### config.mk
export PLATFORM = sky130hd
export DESIGN_NAME = viterbi_decode_flat
export DESIGN_NICKNAME = d
export VERILOG_FILES = /design/src/rtl/viterbi_decode_if.sv /design/src/rtl/viterbi_decode.sv /design/src/flat_wrapper.sv
export SDC_FILE = /design/constraint.sdc
export NUM_CORES = 1
export LEC_CHECK = 0
export ABC_AREA = 1
export CAP_MARGIN = 25
export CORE_MARGIN = 2
export CORE_UTILIZATION = 60
export DETAILED_ROUTE_END_ITERATION = 10
export PLACE_DENSITY = 0.82
export SYNTH_ARGS = -nofsm -noshare
export SYNTH_HDL_FRONTEND = slang
export SYNTH_SLANG_ARGS = --single-unit
### constraint.sdc
create_clock -name clk_sig -period 13.1 [get_ports clk_sig]
set_input_delay 3.93 -clock clk_sig [delete_from_list [all_inputs] [get_ports clk_sig]]
set_output_delay 3.93 -clock clk_sig [all_outputs]
set_load 0.05 [all_outputs]
### src/rtl/viterbi_decode_if.sv
// viterbi_decode_if
//   Symbol/decoded-bit bus for the K=3, rate-1/2 hard-decision Viterbi decoder.
//   Signals:
//     sym_sig   [1:0]  received symbol ([1]=g0 bit, [0]=g1 bit)
//     sym_valid        symbol accepted on this edge
//     dec_sig          decoded data bit
//     dec_valid        one-cycle strobe qualifying dec_sig
//     err_cnt  [15:0]  channel-error estimate (present only with VITERBI_ERRCNT_EN)
//   Modports: master = symbol source / result sink, slave = decoder.
interface viterbi_decode_if;
  logic [1:0]  sym_sig;
  logic        sym_valid;
  logic        dec_sig;
  logic        dec_valid;
`ifdef VITERBI_ERRCNT_EN
  logic [15:0] err_cnt;

  modport master (output sym_sig, output sym_valid,
                  input dec_sig, input dec_valid, input err_cnt);
  modport slave  (input sym_sig, input sym_valid,
                  output dec_sig, output dec_valid, output err_cnt);
`else
  modport master (output sym_sig, output sym_valid,
                  input dec_sig, input dec_valid);
  modport slave  (input sym_sig, input sym_valid,
                  output dec_sig, output dec_valid);
`endif
endinterface

### src/rtl/viterbi_decode.sv
// viterbi_decode
//   Hard-decision Viterbi decoder for the K=3, rate-1/2 code (g0=7, g1=5 octal).
//   Four-state add-compare-select with register-exchange survivor paths of
//   TB_DEPTH bits; one decoded bit per accepted symbol, TB_DEPTH symbols late.
//   Ports:
//     clk_sig  in   clock, rising edge
//     rst_sig  in   synchronous reset, active-high (priority over sym_valid)
//     bus      slave modport of viterbi_decode_if (sym_sig/sym_valid in,
//              dec_sig/dec_valid out, err_cnt out when enabled)
//   Optional feature: define VITERBI_ERRCNT_EN to build the 16-bit saturating
//   channel-error counter (sum of normalisation amounts).
//   State encoding: s = {d1,d2}; input b moves {c,e} -> {b,c} emitting
//   {b^c^e, b^e}.
module viterbi_decode #(
  parameter int TB_DEPTH = 15,
  parameter int PM_W     = 4
) (
  input  logic             clk_sig,
  input  logic             rst_sig,
  viterbi_decode_if.slave  bus
);

  localparam int            CNT_W   = $clog2(TB_DEPTH + 1);
  localparam logic [PM_W-1:0] PM_MAX  = '1;
  localparam logic [PM_W-1:0] PM_INIT = PM_W'(4);

  logic [PM_W-1:0]     pm_q   [4];
  logic [PM_W-1:0]     pm_d   [4];
  logic [TB_DEPTH-1:0] path_q [4];
  logic [TB_DEPTH-1:0] path_d [4];
  logic [PM_W:0]       raw    [4];
  logic [PM_W:0]       m;
  logic [1:0]          best;
  logic [CNT_W-1:0]    sym_cnt_q;
  logic                dec_q;
  logic                dec_vld_q;

  // Encoder output for the transition {c,e} -> {b,c}.
  function automatic logic [1:0] exp_sym(input logic b, input logic c, input logic e);
    return {b ^ c ^ e, b ^ e};
  endfunction

  function automatic logic [1:0] hamming(input logic [1:0] a, input logic [1:0] x);
    logic [1:0] d;
    d = a ^ x;
    return {1'b0, d[1]} + {1'b0, d[0]};
  endfunction

  function automatic logic [PM_W-1:0] sat_pm(input logic [PM_W:0] v);
    if (v > {1'b0, PM_MAX}) return PM_MAX;
    return v[PM_W-1:0];
  endfunction

  // Add-compare-select, one slice per new state {b,c}; predecessors {c,0}/{c,1}.
  for (genvar s = 0; s < 4; s++) begin : g_acs
    localparam int B  = s / 2;
    localparam int C  = s % 2;
    localparam int P0 = C * 2;
    localparam int P1 = C * 2 + 1;

    logic [1:0]          bm0, bm1;
    logic [PM_W:0]       r0, r1;
    logic                sel;
    logic [TB_DEPTH-1:0] surv;

    assign bm0  = hamming(bus.sym_sig, exp_sym(1'(B), 1'(C), 1'b0));
    assign bm1  = hamming(bus.sym_sig, exp_sym(1'(B), 1'(C), 1'b1));
    assign r0   = {1'b0, pm_q[P0]} + (PM_W+1)'(bm0);
    assign r1   = {1'b0, pm_q[P1]} + (PM_W+1)'(bm1);
    // Strict compare: ties go to predecessor {c,0}.
    assign sel  = (r1 < r0);
    assign raw[s]    = sel ? r1 : r0;
    assign surv      = sel ? path_q[P1] : path_q[P0];
    assign path_d[s] = {surv[TB_DEPTH-2:0], 1'(B)};
    assign pm_d[s]   = sat_pm(raw[s] - m);
  end

  always_comb begin
    m = raw[0];
    for (int i = 1; i < 4; i++) begin
      if (raw[i] < m) m = raw[i];
    end
  end

  // Lowest-index zero-metric state; scanning downward lets the lowest win.
  always_comb begin
    best = 2'd0;
    for (int i = 3; i >= 0; i--) begin
      if (pm_q[i] == '0) best = 2'(i);
    end
  end

  always_ff @(posedge clk_sig) begin
    if (rst_sig) begin
      pm_q[0]   <= '0;
      pm_q[1]   <= PM_INIT;
      pm_q[2]   <= PM_INIT;
      pm_q[3]   <= PM_INIT;
      for (int i = 0; i < 4; i++) path_q[i] <= '0;
      sym_cnt_q <= '0;
      dec_q     <= 1'b0;
      dec_vld_q <= 1'b0;
    end else if (bus.sym_valid) begin
      for (int i = 0; i < 4; i++) begin
        pm_q[i]   <= pm_d[i];
        path_q[i] <= path_d[i];
      end
      if (sym_cnt_q < CNT_W'(TB_DEPTH)) sym_cnt_q <= sym_cnt_q + 1'b1;
      // Emit from the pre-update survivor so bit j leaves with symbol j+TB_DEPTH.
      if (sym_cnt_q == CNT_W'(TB_DEPTH)) begin
        dec_vld_q <= 1'b1;
        dec_q     <= path_q[best][TB_DEPTH-1];
      end else begin
        dec_vld_q <= 1'b0;
      end
    end else begin
      dec_vld_q <= 1'b0;
    end
  end

  assign bus.dec_sig   = dec_q;
  assign bus.dec_valid = dec_vld_q;

`ifdef VITERBI_ERRCNT_EN
  logic [15:0] err_cnt_q;

  always_ff @(posedge clk_sig) begin
    if (rst_sig) begin
      err_cnt_q <= '0;
    end else if (bus.sym_valid) begin
      if (err_cnt_q > 16'hFFFF - 16'(m)) err_cnt_q <= 16'hFFFF;
      else                                err_cnt_q <= err_cnt_q + 16'(m);
    end
  end

  assign bus.err_cnt = err_cnt_q;
`endif

endmodule
### src/flat_wrapper.sv
// flat-port wrapper written by rule: the top's interface ports become plain ports
module viterbi_decode_flat 
#(
  parameter int TB_DEPTH = 15,
  parameter int PM_W     = 4
)
  (clk_sig, rst_sig, bus_sym_sig, bus_sym_valid, bus_dec_sig, bus_dec_valid);
  viterbi_decode_if bus_i ();
  input  logic clk_sig;
  input  logic rst_sig;
  input wire logic [$bits(bus_i.sym_sig)-1:0] bus_sym_sig;
  input wire logic [$bits(bus_i.sym_valid)-1:0] bus_sym_valid;
  output wire logic [$bits(bus_i.dec_sig)-1:0] bus_dec_sig;
  output wire logic [$bits(bus_i.dec_valid)-1:0] bus_dec_valid;
  assign bus_i.sym_sig = bus_sym_sig;
  assign bus_i.sym_valid = bus_sym_valid;
  assign bus_dec_sig = bus_i.dec_sig;
  assign bus_dec_valid = bus_i.dec_valid;
  viterbi_decode #(.TB_DEPTH(TB_DEPTH), .PM_W(PM_W)) u_core (.clk_sig(clk_sig), .rst_sig(rst_sig), .bus(bus_i));
endmodule
Yosys cells after proc, flatten, opt, wreduce, memory -nomap -nowiden --
Memories as Yosys holds them, arrays and structs flattened. A register that Yosys moved wholly into a read port is not among the register bits. Cells that the tools add are included.
Storage, ports and cells: output and inout port bits 2, memories kept 2, register bits after elaboration 5, memory bits (writable) 76
Memories:
- u_core.path_q | depth 4, width 15, rd ports 5, clocked after memory_dff 1, wr ports 4, RTL line viterbi_decode.sv:29 | logic [TB_DEPTH-1:0] path_q [4];
- u_core.pm_q | depth 4, width 4, rd ports 4, clocked after memory_dff 0, wr ports 4, RTL line viterbi_decode.sv:27 | logic [PM_W-1:0] pm_q [4];
Cells by class: add/subtract/negate cells 17, multiplexer cells 41, equality and inequality tests 1, reductions and logical operators 7, $lt $le $gt $ge 12, bitwise gates (word level) 12
Operators with widths (number):
- 15-bit 2-to-1 mux | 4
- 14-bit 2-to-1 mux | 4
- 4-bit 2-to-1 mux | 12
- 4-bit by 2-bit adder with 5-bit output | 8
- 5-bit < comparator | 7
- 5-bit 2-to-1 mux | 7
- 5-bit by 4-bit greater-than comparator with 1-bit output, second input constant | 4
- 5-bit subtractor | 4
- 4-bit logical NOT | 4
- 1-bit 2-to-1 mux | 10
- 1-bit by 1-bit adder with 2-bit output | 4
- 2-bit 2-to-1 mux | 4
- 1-bit OR | 8
- 4-bit by 1-bit adder with 4-bit output, second input constant | 1
- 4-bit == test, second input constant | 1
- 4-bit < comparator, second input constant | 1
- 2-bit AND reduction | 2
- 1-bit NOT | 3
- 2-bit NOT | 1
- 2-bit OR reduction | 1

Longest topological paths before layout --
depth in word-level cells 16, mapped depth 54, gate-level depth less buffers 53

Worst setup path before layout --
OpenSTA, ideal clock, no wires.
kind input-to-reg, from input port bus_sym_sig[0], to memory u_core.pm_q[3][0] (netlist: u_core.pm_q[0][12]) (data pin), arrival 10039 ps, setup slack 2812 ps, setup time 249 ps, path buffers 2, data required time 12851 ps, cell stages on the path 47, cell sequence inv_1 -> ha_1 -> inv_1 -> ha_1 -> ha_1 -> ha_1 -> a21oi_1 -> nand2_1 -> nand3_1 -> nand2_1 -> nand2_2 -> nand2_2 -> buf_6 -> o21ai_0 -> inv_1 -> ha_1 -> nand2_1 -> nor2_2 -> [... 11 more ...] -> ha_1 -> nand2_1 -> nor2_2 -> nand3_2 -> nand3_2 -> buf_6 -> inv_2 -> o21ai_0 -> ha_1 -> inv_1 -> ha_1 -> o21bai_2 -> nand3_1 -> nand2_1 -> xnor2_2 -> nand2_1 -> nand2_1 -> inv_1
RTL lines:
- start, declared | RTL line flat_wrapper.sv:11 | input wire logic [$bits(bus_i.sym_sig)-1:0] bus_sym_sig;
- end, declared | RTL line viterbi_decode.sv:27

==> load_flow_metrics.sql <==
INSERT INTO impl_metrics (metric_group, metric, value, unit) VALUES
('run_status', 'result_of_the_run', 'finished, final reports clean', ''),
('grt', 'grt_antenna_before_repair', '0', ''),
('synth', 'synth.ff_latch_count', '78', ''),
('sta', 'max_slew.worst_pin.slew', '0.905', 'ns'),
('route', 'via_count', '5440', ''),
('grt', 'overflow', '0', ''),
('sta', 'unrepaired_setup_endpoints_after_global_routing', 'no', ''),
('critical_path', 'worstSetupStartpointType', 'input pin', ''),
('floorplanning', 'chipHeight', '106', 'um'),
('sta', 'max_freq', '0.0825', 'GHz'),
('route', 'starting_drt_drc_count', '440', ''),
('grt', 'maximum_number_of_pins_on_one_net_before_global_route_repair', '72', ''),
('synth', 'biggest_area_contributors_in_the_synthesized_netlist', 'sky130_fd_sc_hd__edfxtp_1 34%, sky130_fd_sc_hd__ha_1 10%, sky130_fd_sc_hd__nand2_1 9.6%', ''),
('cts', 'tritoncts', 'yes', ''),
('placement', 'port_buffers', '6', ''),
('sta', 'finalMaxSlewViolations', '0', ''),
('critical_path', 'critical-path-max-stage-delay', '0.61', 'ns'),
('critical_path', 'type_of_the_setup_path_with_the_least_slack', 'in -> reg', ''),
('floorplanning', 'dieArea', '0.0111', 'mm2'),
('critical_path', 'end_kind', 'flip-flop', ''),
('cts', 'clock_insertion_delay_worst_skew', '0.35', 'ns'),
('synth', 'postSynthAreaPerCell', '7.50', 'um2'),
('critical_path', 'arrival', '12.23', 'ns'),
('hold_path', 'hp-class', 'reg -> reg', ''),
('cts', 'clock_pin_transition_on_the_worst_setup_and_hold_timing_paths', '0.08', 'ns'),
('sta', 'finalCriticalPeriod', '12.11', 'ns'),
('layout', 'final_nets', '878', ''),
('layout', 'area_growth_syn_to_layout', '6.05', '%'),
('placement', 'gp_congestion', '0.963', ''),
('sta', 'setup_violations', '0', ''),
('route', 'drt-vias-per-instance', '5.64', ''),
('synth', 'synth_async_sr_flop_share', '0', ''),
('grt', 'all_layer_global_routing_usage', '0.281', ''),
('route', 'detail_route.first_pass.iterations', '5', ''),
('route', 'route.detailed.wl_per_inst', '15.6', 'um'),
('synth', 'post_synth_inst_count', '824', ''),
('layout', 'drive_above_1_share', '0.0833', ''),
('cts', 'cts_root_buf', 'sky130_fd_sc_hd__clkbuf_8', ''),
('cts', 'cts_made_buffers', '9', ''),
('synth', 'yosys_most_used_dff', 'sky130_fd_sc_hd__edfxtp_1', ''),
('sta', 'timing.final.crit_share', '0.925', ''),
('cts', 'cts_repair_resize_count', '0', ''),
('flow_run', 'timing.max_cap.violations', '0', ''),
('sta', 'skew', '0.00810', 'ns'),
('synth', 'number_of_nets_produced_by_synthesis', '879', ''),
('critical_path', 'cp_top_family', 'adder cells', ''),
('synth', 'synth_sequential_area_ratio', '0.368', ''),
('critical_path', 'timing.critical_path.fanout_max', '19', ''),
('sta', 'relSlewSlack', '0.391', ''),
('grt', 'first_pass_grt_wire_length', '24800', 'um'),
('cts', 'cts.sinks', '78', ''),
('critical_path', 'critical-path-top-cell-by-count', 'sky130_fd_sc_hd__nand2_1', ''),
('critical_path', 'critical-path-slowest-cell', 'sky130_fd_sc_hd__o21ai_0', ''),
('floorplanning', 'ports', '7', ''),
('synth', 'yosysTopAreaCell', 'sky130_fd_sc_hd__edfxtp_1', ''),
('floorplanning', 'die-width', '106', 'um'),
('cts', 'post-cts-setup-buffer-count', '0', ''),
('route', 'drt_wl_total', '15000', 'um'),
('synth', 'yosys_warnings', '0', ''),
('critical_path', 'worst-path-buf-inv', '9', ''),
('cts', 'clock_tree.buffer_depth', '2', ''),
('critical_path', 'required', '13.22', 'ns'),
('sta', 'finalHoldViolCount', '0', ''),
('cts', 'count_of_hold_buffers_inserted_by_post_cts_repair', '0', ''),
('synth', 'synth_cell_types', '42', ''),
('grt', 'grt_pass1_vias', '5259', ''),
('floorplanning', 'core', '0.0102', 'mm2'),
('floorplanning', 'starting_density_of_the_core', '0.607', ''),
('route', 'detail-route-antenna-nets', '0', ''),
('route', 'remaining_drc_errors', '0', ''),
('placement', 'dpl.hpwl', '11200', 'um'),
('synth', 'leading_cell_types_by_count_after_synthesis', '158 x sky130_fd_sc_hd__nand2_1, 122 x sky130_fd_sc_hd__nor2_1, 109 x sky130_fd_sc_hd__inv_1', ''),
('cts', 'cts.htree.levels', '3', ''),
('synth', 'synth.top_cell.area_share', '0.345', ''),
('synth', 'yosys.cell_count.top_type', 'sky130_fd_sc_hd__nand2_1', ''),
('floorplanning', 'fp-row-count', '37', ''),
('sta', 'tns', '0', 'ns'),
('layout', 'insertedDiodeCount', '0', ''),
('synth', 'synth_edf_count', '71', ''),
('synth', 'syn-cell-area', '0.00618', 'mm2');
-- layout make-up --
type	count	area (um2)
clock buffers	11	131
clock inverters	5	81.3
fillers	894	3630
inverters	117	439
multi-input cells	608	3380
flip-flops and latches	78	2270
well taps	136	170
repair buffers	9	82.6
-- per-stage QoR --
step           area (um2)  hold WS [ns]  setup WS, ns  cells  utilization
6_report             6560         0.510         0.985    964        0.644
5_1_grt              6560         0.544         0.371    964        0.644
3_3_place_gp         6340         0.473         0.965    948        0.623
3_5_place_dp         6340         0.491         0.745    948        0.623
4_1_cts              6560         0.508          1.11    964        0.644
2_1_floorplan        6180         0.445          2.81    824            -
-- kinds of logic (layout without fill, tap and decap cells) --
group           count (synthesis)  count (layout)  share of synthesized area
compound gates                107             107                     0.0935
xor+xnor                       27              27                     0.0419
fa+ha+maj                      50              50                      0.101
buf+inv                       138             142                     0.0874
flops                          78              78                      0.368
simple gates                  424             424                      0.308
-- metal layers --
layer | track usage | vias to the layer above | wire (um)
met4 | 0.0996 | 0 | 354
met3 | 0.0451 | 31 | 763
met2 | 0.478 | 153 | 7320
met1 | 0.364 | 2562 | 6590
met5 | 0 | - | 0
li1 | - | 2694 | -
-- placed cells by master (no fill, tap or decap), types with 5 or more instances in the layout --
master / count
sky130_fd_sc_hd__inv_2: 8
sky130_fd_sc_hd__nand4_1: 10
sky130_fd_sc_hd__nand2_2: 21
sky130_fd_sc_hd__a21oi_1: 20
sky130_fd_sc_hd__nand2_1: 157
sky130_fd_sc_hd__clkbuf_8: 9
sky130_fd_sc_hd__clkdlybuf4s50_1: 6
sky130_fd_sc_hd__nor3_1: 5
sky130_fd_sc_hd__nor2_1: 121
sky130_fd_sc_hd__xor2_1: 22
sky130_fd_sc_hd__edfxtp_1: 71
sky130_fd_sc_hd__o21ai_0: 73
sky130_fd_sc_hd__nand3_1: 82
sky130_fd_sc_hd__ha_1: 50
sky130_fd_sc_hd__inv_1: 109
sky130_fd_sc_hd__nand3_2: 5
sky130_fd_sc_hd__dfxtp_1: 7
sky130_fd_sc_hd__and2_1: 5
-- registers in the layout (all words and copies together), names as in the netlist --
signal / cells
u_core.bus.dec_valid: 1
u_core.sym_cnt_q: 4
u_core.pm_q: 16
u_core.path_q: 56
u_core.bus.dec_sig: 1
-- path summary, 6_finish.rpt --
check | from | cells past startpoint | slack [ns] | to
setup / recovery | bus_sym_sig[0] | 47 | 0.99 | u_core.pm_q[0][12]$_SDFFCE_PN0P_
hold / removal | u_core.path_q[2][0]$_SDFFE_PP1P_ | 2 | 0.51 | u_core.path_q[2][0]$_SDFFE_PP1P_
setup reg to reg | u_core.pm_q[0][5]$_SDFFCE_PN0P_ | 45 | 5.16 | u_core.pm_q[0][12]$_SDFFCE_PN0P_
hold reg to reg | u_core.path_q[2][0]$_SDFFE_PP1P_ | 2 | 0.51 | u_core.path_q[2][0]$_SDFFE_PP1P_
-- worst register-to-register path, delay by kind of cell (launching register included) --
family | cells | cell delay [ns]
xor gates and xnor gates | 1 | 0.20
and+or+nand+nor | 22 | 2.29
adders and majority gates | 7 | 1.96
AOI/OAI and AO/OA | 8 | 1.71
DFF | 1 | 0.54
buffers and inverters | 7 | 1.01
Power is left out: the tool's default activity adds up to more than one toggle a clock period on the data nets, which glitch-free logic cannot reach.
